$ cat src/rtl/rom_arbiter_if.sv
// rom_arbiter_if -- the two read-request ports of rom_arbiter.
//
// Each port N carries:
//   reqN_valid  requester -> arbiter  read request
//   reqN_addr   requester -> arbiter  8-bit byte address
//   reqN_ready  arbiter -> requester  request accepted this cycle
//   rspN_valid  arbiter -> requester  one-cycle read data valid pulse
//   rspN_data   arbiter -> requester  read data, held until the next response
//
// Modports: master = requester side, slave = arbiter side.
interface rom_arbiter_if;
  logic       req0_valid;
  logic [7:0] req0_addr;
  logic       req0_ready;
  logic       rsp0_valid;
  logic [7:0] rsp0_data;

  logic       req1_valid;
  logic [7:0] req1_addr;
  logic       req1_ready;
  logic       rsp1_valid;
  logic [7:0] rsp1_data;

  modport master (
    output req0_valid, req0_addr, req1_valid, req1_addr,
    input  req0_ready, rsp0_valid, rsp0_data,
    input  req1_ready, rsp1_valid, rsp1_data
  );

  modport slave (
    input  req0_valid, req0_addr, req1_valid, req1_addr,
    output req0_ready, rsp0_valid, rsp0_data,
    output req1_ready, rsp1_valid, rsp1_data
  );
endinterface

$ cat src/rtl/rom_arbiter.sv
// rom_arbiter -- shares one 256x8 asynchronous ROM between two read ports.
//
// A request is accepted in IDLE, its address is registered onto rom_addr, and
// rom_data is sampled WAIT_CYCLES clocks later to cover the ROM access time.
// The data is returned with a one-cycle rspN_valid pulse on the granted port.
//
// Ports:
//   clk       system clock, rising edge
//   rst_n     synchronous active-low reset
//   bus       rom_arbiter_if.slave, request/response signals of ports 0 and 1
//   rom_addr  registered ROM address, holds between transactions
//   rom_data  ROM read data
//   busy      high whenever the FSM is not in IDLE
//
// Parameter WAIT_CYCLES (1..15): clocks from rom_addr update to rom_data sample.
//
// Build option ROM_ARB_ROUND_ROBIN_EN: when defined, simultaneous requests go to
// the port not granted last; when undefined, port 0 has fixed priority.
//
// state | meaning
// IDLE  | ready asserted for the arbitration winner, waiting for a request
// WAIT  | rom_addr driven, counting down the ROM access time
// DONE  | rspN_valid pulse for the granted port
module rom_arbiter #(
  parameter int WAIT_CYCLES = 2
) (
  input  logic         clk,
  input  logic         rst_n,
  rom_arbiter_if.slave bus,
  output logic [7:0]   rom_addr,
  input  logic [7:0]   rom_data,
  output logic         busy
);

  typedef enum logic [1:0] {IDLE, WAIT, DONE} state_t;

  localparam logic [3:0] WAIT_LD = WAIT_CYCLES[3:0];

  state_t     state;
  logic [3:0] cnt;
  logic       gnt_port;
  logic       rsp0_valid_q;
  logic       rsp1_valid_q;
  logic [7:0] rsp0_data_q;
  logic [7:0] rsp1_data_q;
  logic       sel1;
  logic       accept;

`ifdef ROM_ARB_ROUND_ROBIN_EN
  logic       last_grant;

  // Port 1 wins alone, or on a tie when port 0 was the last one served.
  assign sel1 = bus.req1_valid && (!bus.req0_valid || !last_grant);
`else
  assign sel1 = bus.req1_valid && !bus.req0_valid;
`endif

  assign bus.req0_ready = (state == IDLE) && bus.req0_valid && !sel1;
  assign bus.req1_ready = (state == IDLE) && sel1;
  assign accept         = bus.req0_ready || bus.req1_ready;

  assign bus.rsp0_valid = rsp0_valid_q;
  assign bus.rsp1_valid = rsp1_valid_q;
  assign bus.rsp0_data  = rsp0_data_q;
  assign bus.rsp1_data  = rsp1_data_q;

  always_ff @(posedge clk) begin
    if (!rst_n) begin
      state        <= IDLE;
      rom_addr     <= 8'h00;
      cnt          <= 4'd0;
      gnt_port     <= 1'b0;
      rsp0_valid_q <= 1'b0;
      rsp1_valid_q <= 1'b0;
      rsp0_data_q  <= 8'h00;
      rsp1_data_q  <= 8'h00;
      busy         <= 1'b0;
`ifdef ROM_ARB_ROUND_ROBIN_EN
      last_grant   <= 1'b1;
`endif
    end else begin
      case (state)
        IDLE: begin
          if (accept) begin
            rom_addr <= sel1 ? bus.req1_addr : bus.req0_addr;
            gnt_port <= sel1;
            cnt      <= WAIT_LD;
            busy     <= 1'b1;
            state    <= WAIT;
`ifdef ROM_ARB_ROUND_ROBIN_EN
            last_grant <= sel1;
`endif
          end
        end
        WAIT: begin
          cnt <= cnt - 4'd1;
          // <= 1 rather than == 1 so a stray zero count cannot lock the FSM.
          if (cnt <= 4'd1) begin
            if (gnt_port) begin
              rsp1_data_q  <= rom_data;
              rsp1_valid_q <= 1'b1;
            end else begin
              rsp0_data_q  <= rom_data;
              rsp0_valid_q <= 1'b1;
            end
            state <= DONE;
          end
        end
        DONE: begin
          rsp0_valid_q <= 1'b0;
          rsp1_valid_q <= 1'b0;
          busy         <= 1'b0;
          state        <= IDLE;
        end
        default: begin
          rsp0_valid_q <= 1'b0;
          rsp1_valid_q <= 1'b0;
          busy         <= 1'b0;
          state        <= IDLE;
        end
      endcase
    end
  end

endmodule

$ cat src/flat_wrapper.sv
// flat-port wrapper written by rule: the top's interface ports become plain ports
module rom_arbiter_flat 
#(
  parameter int WAIT_CYCLES = 2
)
  (clk, rst_n, rom_addr, rom_data, busy, bus_req0_valid, bus_req0_addr, bus_req1_valid, bus_req1_addr, bus_req0_ready, bus_rsp0_valid, bus_rsp0_data, bus_req1_ready, bus_rsp1_valid, bus_rsp1_data);
  rom_arbiter_if bus_i ();
  input  logic clk;
  input  logic rst_n;
  output logic [7:0] rom_addr;
  input  logic [7:0] rom_data;
  output logic busy;
  input wire logic [$bits(bus_i.req0_valid)-1:0] bus_req0_valid;
  input wire logic [$bits(bus_i.req0_addr)-1:0] bus_req0_addr;
  input wire logic [$bits(bus_i.req1_valid)-1:0] bus_req1_valid;
  input wire logic [$bits(bus_i.req1_addr)-1:0] bus_req1_addr;
  output wire logic [$bits(bus_i.req0_ready)-1:0] bus_req0_ready;
  output wire logic [$bits(bus_i.rsp0_valid)-1:0] bus_rsp0_valid;
  output wire logic [$bits(bus_i.rsp0_data)-1:0] bus_rsp0_data;
  output wire logic [$bits(bus_i.req1_ready)-1:0] bus_req1_ready;
  output wire logic [$bits(bus_i.rsp1_valid)-1:0] bus_rsp1_valid;
  output wire logic [$bits(bus_i.rsp1_data)-1:0] bus_rsp1_data;
  assign bus_i.req0_valid = bus_req0_valid;
  assign bus_i.req0_addr = bus_req0_addr;
  assign bus_i.req1_valid = bus_req1_valid;
  assign bus_i.req1_addr = bus_req1_addr;
  assign bus_req0_ready = bus_i.req0_ready;
  assign bus_rsp0_valid = bus_i.rsp0_valid;
  assign bus_rsp0_data = bus_i.rsp0_data;
  assign bus_req1_ready = bus_i.req1_ready;
  assign bus_rsp1_valid = bus_i.rsp1_valid;
  assign bus_rsp1_data = bus_i.rsp1_data;
  rom_arbiter #(.WAIT_CYCLES(WAIT_CYCLES)) u_core (.clk(clk), .rst_n(rst_n), .bus(bus_i), .rom_addr(rom_addr), .rom_data(rom_data), .busy(busy));
endmodule
$ cat config.mk
export PLATFORM = sky130hd
export DESIGN_NAME = rom_arbiter_flat
export DESIGN_NICKNAME = d
export VERILOG_FILES = /design/src/rtl/rom_arbiter_if.sv /design/src/rtl/rom_arbiter.sv /design/src/flat_wrapper.sv
export SDC_FILE = /design/constraint.sdc
export NUM_CORES = 1
export LEC_CHECK = 0
export CAP_MARGIN = 20
export CORE_AREA = 2 2 52 90
export DETAILED_ROUTE_END_ITERATION = 10
export DIE_AREA = 0 0 54 92
export GPL_TIMING_DRIVEN = 0
export PLACE_DENSITY = 0.62
export SLEW_MARGIN = 5
export SYNTH_ARGS = -nofsm -noshare
export SYNTH_HDL_FRONTEND = slang
export SYNTH_SLANG_ARGS = --single-unit
$ cat constraint.sdc
create_clock -name clk -period 4.4 [get_ports clk]
set_input_delay 0.44 -clock clk [delete_from_list [all_inputs] [get_ports clk]]
set_output_delay 0.44 -clock clk [all_outputs]
set_load 0.01 [all_outputs]
---- After elaboration in Yosys (flattened, before gate mapping) ----
Index checks and enable logic that the tools add are counted.
operators by class
  $add $sub $neg .......................... 1
  $lt $le $gt $ge ......................... 1
  equality and inequality tests ........... 5
  mux-type cells .......................... 14
  bitwise operators ....................... 3
  reductions and logical operators ........ 17
operators by type and width
  kind                                                                      number
  3-bit AND reduction                                                       4
  8-bit 2-to-1 mux                                                          1
  4-bit one-hot mux with 2 select lines                                     1
  2-bit AND reduction                                                       4
  2-bit by 1-bit inequality test with 1-bit output (second input constant)  3
  1-bit one-hot mux with 2 select lines                                     3
  1-bit 2-to-1 mux                                                          5
  4-bit by 1-bit <= comparator with 1-bit output (second input constant)    1
  1-bit logical AND                                                         4
  2-bit 2-to-1 mux                                                          2
  4-bit 2-to-1 mux                                                          1
  2-bit one-hot mux with 2 select lines                                     1
  4-bit by 1-bit subtractor with 4-bit output (second input constant)       1
  1-bit inverter                                                            3
  2-bit by 1-bit == test with 1-bit output (second input constant)          1
  1-bit zero test                                                           2
  2-bit zero test                                                           1
  2-bit inequality test (second input constant)                             1
  2-bit nonzero test                                                        1
  1-bit logical OR                                                          1
word-level totals
  flip-flop bits (word level) ............. 34
  output and inout bits ................... 29
  word-level logic and storage cells ...... 50

---- Logic depth before layout (Yosys ltp) ----
Gate-level depths: netlist (run 1).
  depth in word-level cells ............... 7
  mapped depth ............................ 6
  depth with buffers taken out ............ 5

---- Worst setup path after synthesis (run 1) ----
No wires, ideal clock.
  path kind ............................... reg-to-reg
  from .................................... register u_core.cnt[1]
  to ...................................... register u_core.rsp0_data_q[0], in the netlist u_core.bus.rsp0_data[0]
  library setup time ...................... 0.120 ns
  data arrival time ....................... 1.331 ns
  slack ................................... 2.949 ns
  cell stages (with the launch flop) ...... 7
  path buffers ............................ 1
  period minus slack after synthesis ...... 1.451 ns
  cell sequence ........................... dfxtp_1 > inv_1 > ha_1 > nor2_1 > or4b_1 > buf_4 > mux2i_1
on the way
  word-level cells in the longest chain between the ends .. 2
RTL lines
  what                                            line                text
  start, declared                                 rom_arbiter.sv:40   logic [3:0] cnt;
  start signal, assigned                          rom_arbiter.sv:96   cnt <= cnt - 4'd1;
  4-bit by 1-bit <= comparator with 1-bit output  rom_arbiter.sv:98   if (cnt <= 4'd1) begin
  3-bit AND reduction (no source line)            --
  end signal, assigned                            rom_arbiter.sv:103  rsp0_data_q <= rom_data;
  end, declared                                   rom_arbiter.sv:44   logic [7:0] rsp0_data_q;
No other way between the ends.
A chain may end at the register's enable or synchronous reset.

---- Worst setup path after layout (run 1) ----
  from .................................... input port bus_req0_valid
  to ...................................... output port bus_req1_ready
on the way
  word-level cells in the longest chain between the ends .. 3
RTL lines
  what               line                text
  start, declared    flat_wrapper.sv:13  input wire logic [$bits(bus_i.req0_valid)-1:0] bus_req0_valid;
  1-bit zero test    rom_arbiter.sv:55   assign sel1 = bus.req1_valid && !bus.req0_valid;
  1-bit logical AND  rom_arbiter.sv:55
  1-bit logical AND  rom_arbiter.sv:59   assign bus.req1_ready = (state == IDLE) && sel1;
  end, declared      flat_wrapper.sv:20  output wire logic [$bits(bus_i.req1_ready)-1:0] bus_req1_ready;
No other way between the ends.

==> results of run 1 <==
## cells by family after synthesis
logic type / share of synthesized area, %
AO/OA/AOI/OAI: 12.4
adder cells (fa/ha/maj): 1.75
AND/OR/NAND/NOR: 17.2
XOR/XNOR: 0.614
multiplexers: 16.8
buffers and inverters: 3.59
flip-flops: 47.7
## where the power goes
part	leakage, uW	switching [uW]	internal, uW
clock	0.0000573	104	181
combinational	0.000540	92.3	111
sequential	0.000278	22.6	340
## cell type report
class | count | area (um^2)
sequential | 34 | 681
clock inverter | 1 | 30.0
timing repair buffer | 55 | 551
clock buffer | 6 | 82.6
tap | 51 | 63.8
fill | 440 | 2170
inverter | 3 | 11.3
multi-input combinational | 104 | 696
buffer | 9 | 40.0
## routing by layer
| metal | share of wire [%] | wire length, um |
|---|---|---|
| met5 | 0 | 0 |
| met4 | 2.2 | 76 |
| met3 | 7.5 | 265 |
| met2 | 52 | 1840 |
| met1 | 38 | 1340 |
## worst min-delay path by stage
stage                                                      end  cells after the start
after floorplan                     u_core.cnt[3]$_SDFFE_PN0P_                      2
after global placement    u_core.bus.rsp1_data[3]$_SDFFE_PN0P_                      2
after detailed placement  u_core.bus.rsp1_data[7]$_SDFFE_PN0P_                      2
after CTS                 u_core.bus.rsp0_data[1]$_SDFFE_PN0P_                      2
after global routing      u_core.bus.rsp1_data[6]$_SDFFE_PN0P_                      2
final                     u_core.bus.rsp0_data[1]$_SDFFE_PN0P_                      2
## worst max-delay path, cell delays in order
cell             delay [ns]
clkdlybuf4s50_1        0.45
nand2b_1               0.15
buf_2                  0.20
nor2_1                 0.13
clkdlybuf4s50_1        0.54
## placed cells by master, fill, tap and decap left out, drive strengths merged, types with 8 or more instances in the layout
| cell type | synthesis | layout |
|---|---|---|
| clkdlybuf4s50 | 0 | 55 |
| dfxtp | 34 | 34 |
| nand2 | 25 | 25 |
| mux2i | 24 | 24 |
| a21oi | 13 | 13 |
| clkbuf | 6 | 12 |
| nor2 | 8 | 8 |
| a211oi | 8 | 8 |
## stage by stage
stage / instance area [um^2] / hold slack [ns] / cells
CTS: 2150 / 0.462 / 263
detailed placement: 2040 / 0.453 / 256
finish: 2150 / 0.461 / 263
global placement: 2040 / 0.441 / 256
floorplan: 1430 / 0.467 / 150
global route: 2150 / 0.484 / 263
## state kept, by name, summed over array words and instances, names as in the netlist
name	count
u_core.busy	1
u_core.bus.rsp1_valid	1
u_core.gnt_port	1
u_core.state	2
u_core.bus.rsp0_data	8
u_core.rom_addr	8
u_core.cnt	4
u_core.bus.rsp1_data	8
u_core.bus.rsp0_valid	1
==> key figures, run 1 <==
Pwr
  – Worst vdd ir: 0.252 mV
  – P_leak: 0.000875 uW
  – PwrDens: 395 nW/um^2
  – Design Power: 852 uW

Global routing
  – Total gr overflow: 0
  – Largest net degree at the start of global routing: 11
  – Vias in the first global route: 1299
  – Met2 GRT Util: 29.0%
  – Tot GR Track Use: 16.3%
  – Met1 Track Usage GR: 16.0%
  – First-pass GRT wire length: 5870 um
  – Initial antenna violation count: 0
  – GRT Max-Usage Layer: met2
  – GR Layer Usage met3: 5.37%

Place
  – Hpwl dp: 2770 um
  – PortBufs: 55
  – Gpl congestion: 0.741
  – Placement Setup Slack: 2.05 ns

STA
  – Post-layout min period: 2.36 ns
  – Tcrit/Tclk final: 53.7%
  – Final setup fails: 0
  – Final Hold Fails: 0
  – Final Max Tran Viols: 0
  – RSZ-0062 raised after global routing: false
  – Final worst setup slack: 2.04 ns
  – Slew at the pin with the worst max-slew slack: 0.660 ns
  – Setup TNS: 0 ns
  – Worst Clk Skew: 0.00893 ns
  – Fmax: 423 MHz
  – Relative slew slack: 55.8%

Synthesis
  – Cells after Synth: 150
  – Post-synth ARST share: 0%
  – Post-synth EDFFs: 0
  – Post-synth top area share: 47.7%
  – Post-synthesis cell area: 1430 um^2
  – Synth Warn #: 0
  – Area contributors post-synth: dfxtp_1 (48%), mux2i_1 (17%), nand2_1 (6.6%)
  – #FFs+latches synth: 34
  – Most frequent cells after synthesis: dfxtp_1 (34), nand2_1 (25), mux2i_1 (24)
  – Post-synth cell types: 29
  – Post-synth net total: 180
  – Count leader, synth: dfxtp_1
  – Sequential share of the synthesized area: 47.7%
  – Top FF cell, synth: dfxtp_1
  – Top cell type by total area after synthesis: dfxtp_1
  – Syn avg cell area: 9.52 um^2

Cells and area
  – Fin nets: 242
  – Finished Core Util: 49.8%
  – Layout area overhead: 50.9%
  – ANT cells: 0
  – Ratio of cells with drive above 1 in the final layout: 6.13%

Setup path
  – Worst Setup EP: bus_req1_ready
  – Register-to-Register Path Depth: 3
  – R2R setup slack: 2.78 ns
  – Worst setup SP type: input port
  – Critical Path RT: 3.96 ns
  – Worst reg2reg path startpoint: u_core.state[1]$_SDFFE_PN0P_
  – CP endpoint kind: output pin
  – CP Launch Point: bus_req0_valid
  – Crit path max fanout: 9
  – Worst EP arrival: 1.92 ns
  – Critical path type: input port to output pin
  – Worst R2R End: u_core.rom_addr[0]$_SDFFE_PN0P_

Route
  – Drt drc: 0
  – Via-per-instance ratio: 4.78
  – Final antenna-violating net count: 0
  – Vias: 1258
  – Starting DRT DRC Count: 20
  – Detailed-router iteration count before antenna repair: 4
  – Routed WL per cell: 13.4 um
  – Routed wire length: 3530 um

Floorplanning
  – DIE AREA: 4970 um^2
  – Number of I/O pins: 57
  – Die H: 92 um
  – Horiz. Die Dim: 54 um
  – Core Region: 4320 um^2
  – Std cell rows: 32
  – Initial Utilization: 33.0%

Min path
  – Hold Crit Start: u_core.bus.rsp0_data[1]$_SDFFE_PN0P_
  – Worst hold path type: register to register

Job
  – Max Cap Viol: 0

Clocking
  – Max Root-Sink Buffers: 2
  – Clock transition at path regs: 0.07 ns
  – Root Buffer: clkbuf_8
  – Setup Fix Bufs, Post-CTS: 0
  – Resized cells post-CTS: 0
  – CTS Sinks: 34
  – H-tree levels: 2
  – CTS tree: built
  – Worst skew pair latency: 0.28 ns
  – CTS buffer count: 5
  – Hold buffer count at cts: 0

Status
  – Run status: finished clean
(Power assumes the default switching activity.)
==> inputs of run 2 (changes only) <==
clock period = 2.2 ns   (was 4.4 ns; I/O delays follow)
==> results of run 2 <==
Same layout as run 1 (identical final DEF). Status: finished clean.
Among the figures that moved: setup slack after placement 2.05 ns -> 0.294 ns; setup slack after layout 2.04 ns -> 0.279 ns; hold slack 0.461 ns -> 0.409 ns; register-to-register setup slack 2.78 ns -> 0.58 ns; end point of the worst hold path u_core.bus.rsp0_data[1]$_SDFFE_PN0P_ -> u_core.bus.rsp1_data[7]$_SDFFE_PN0P_; total power 852 uW -> 1700 uW; worst IR drop on VDD 0.252 mV -> 0.504 mV
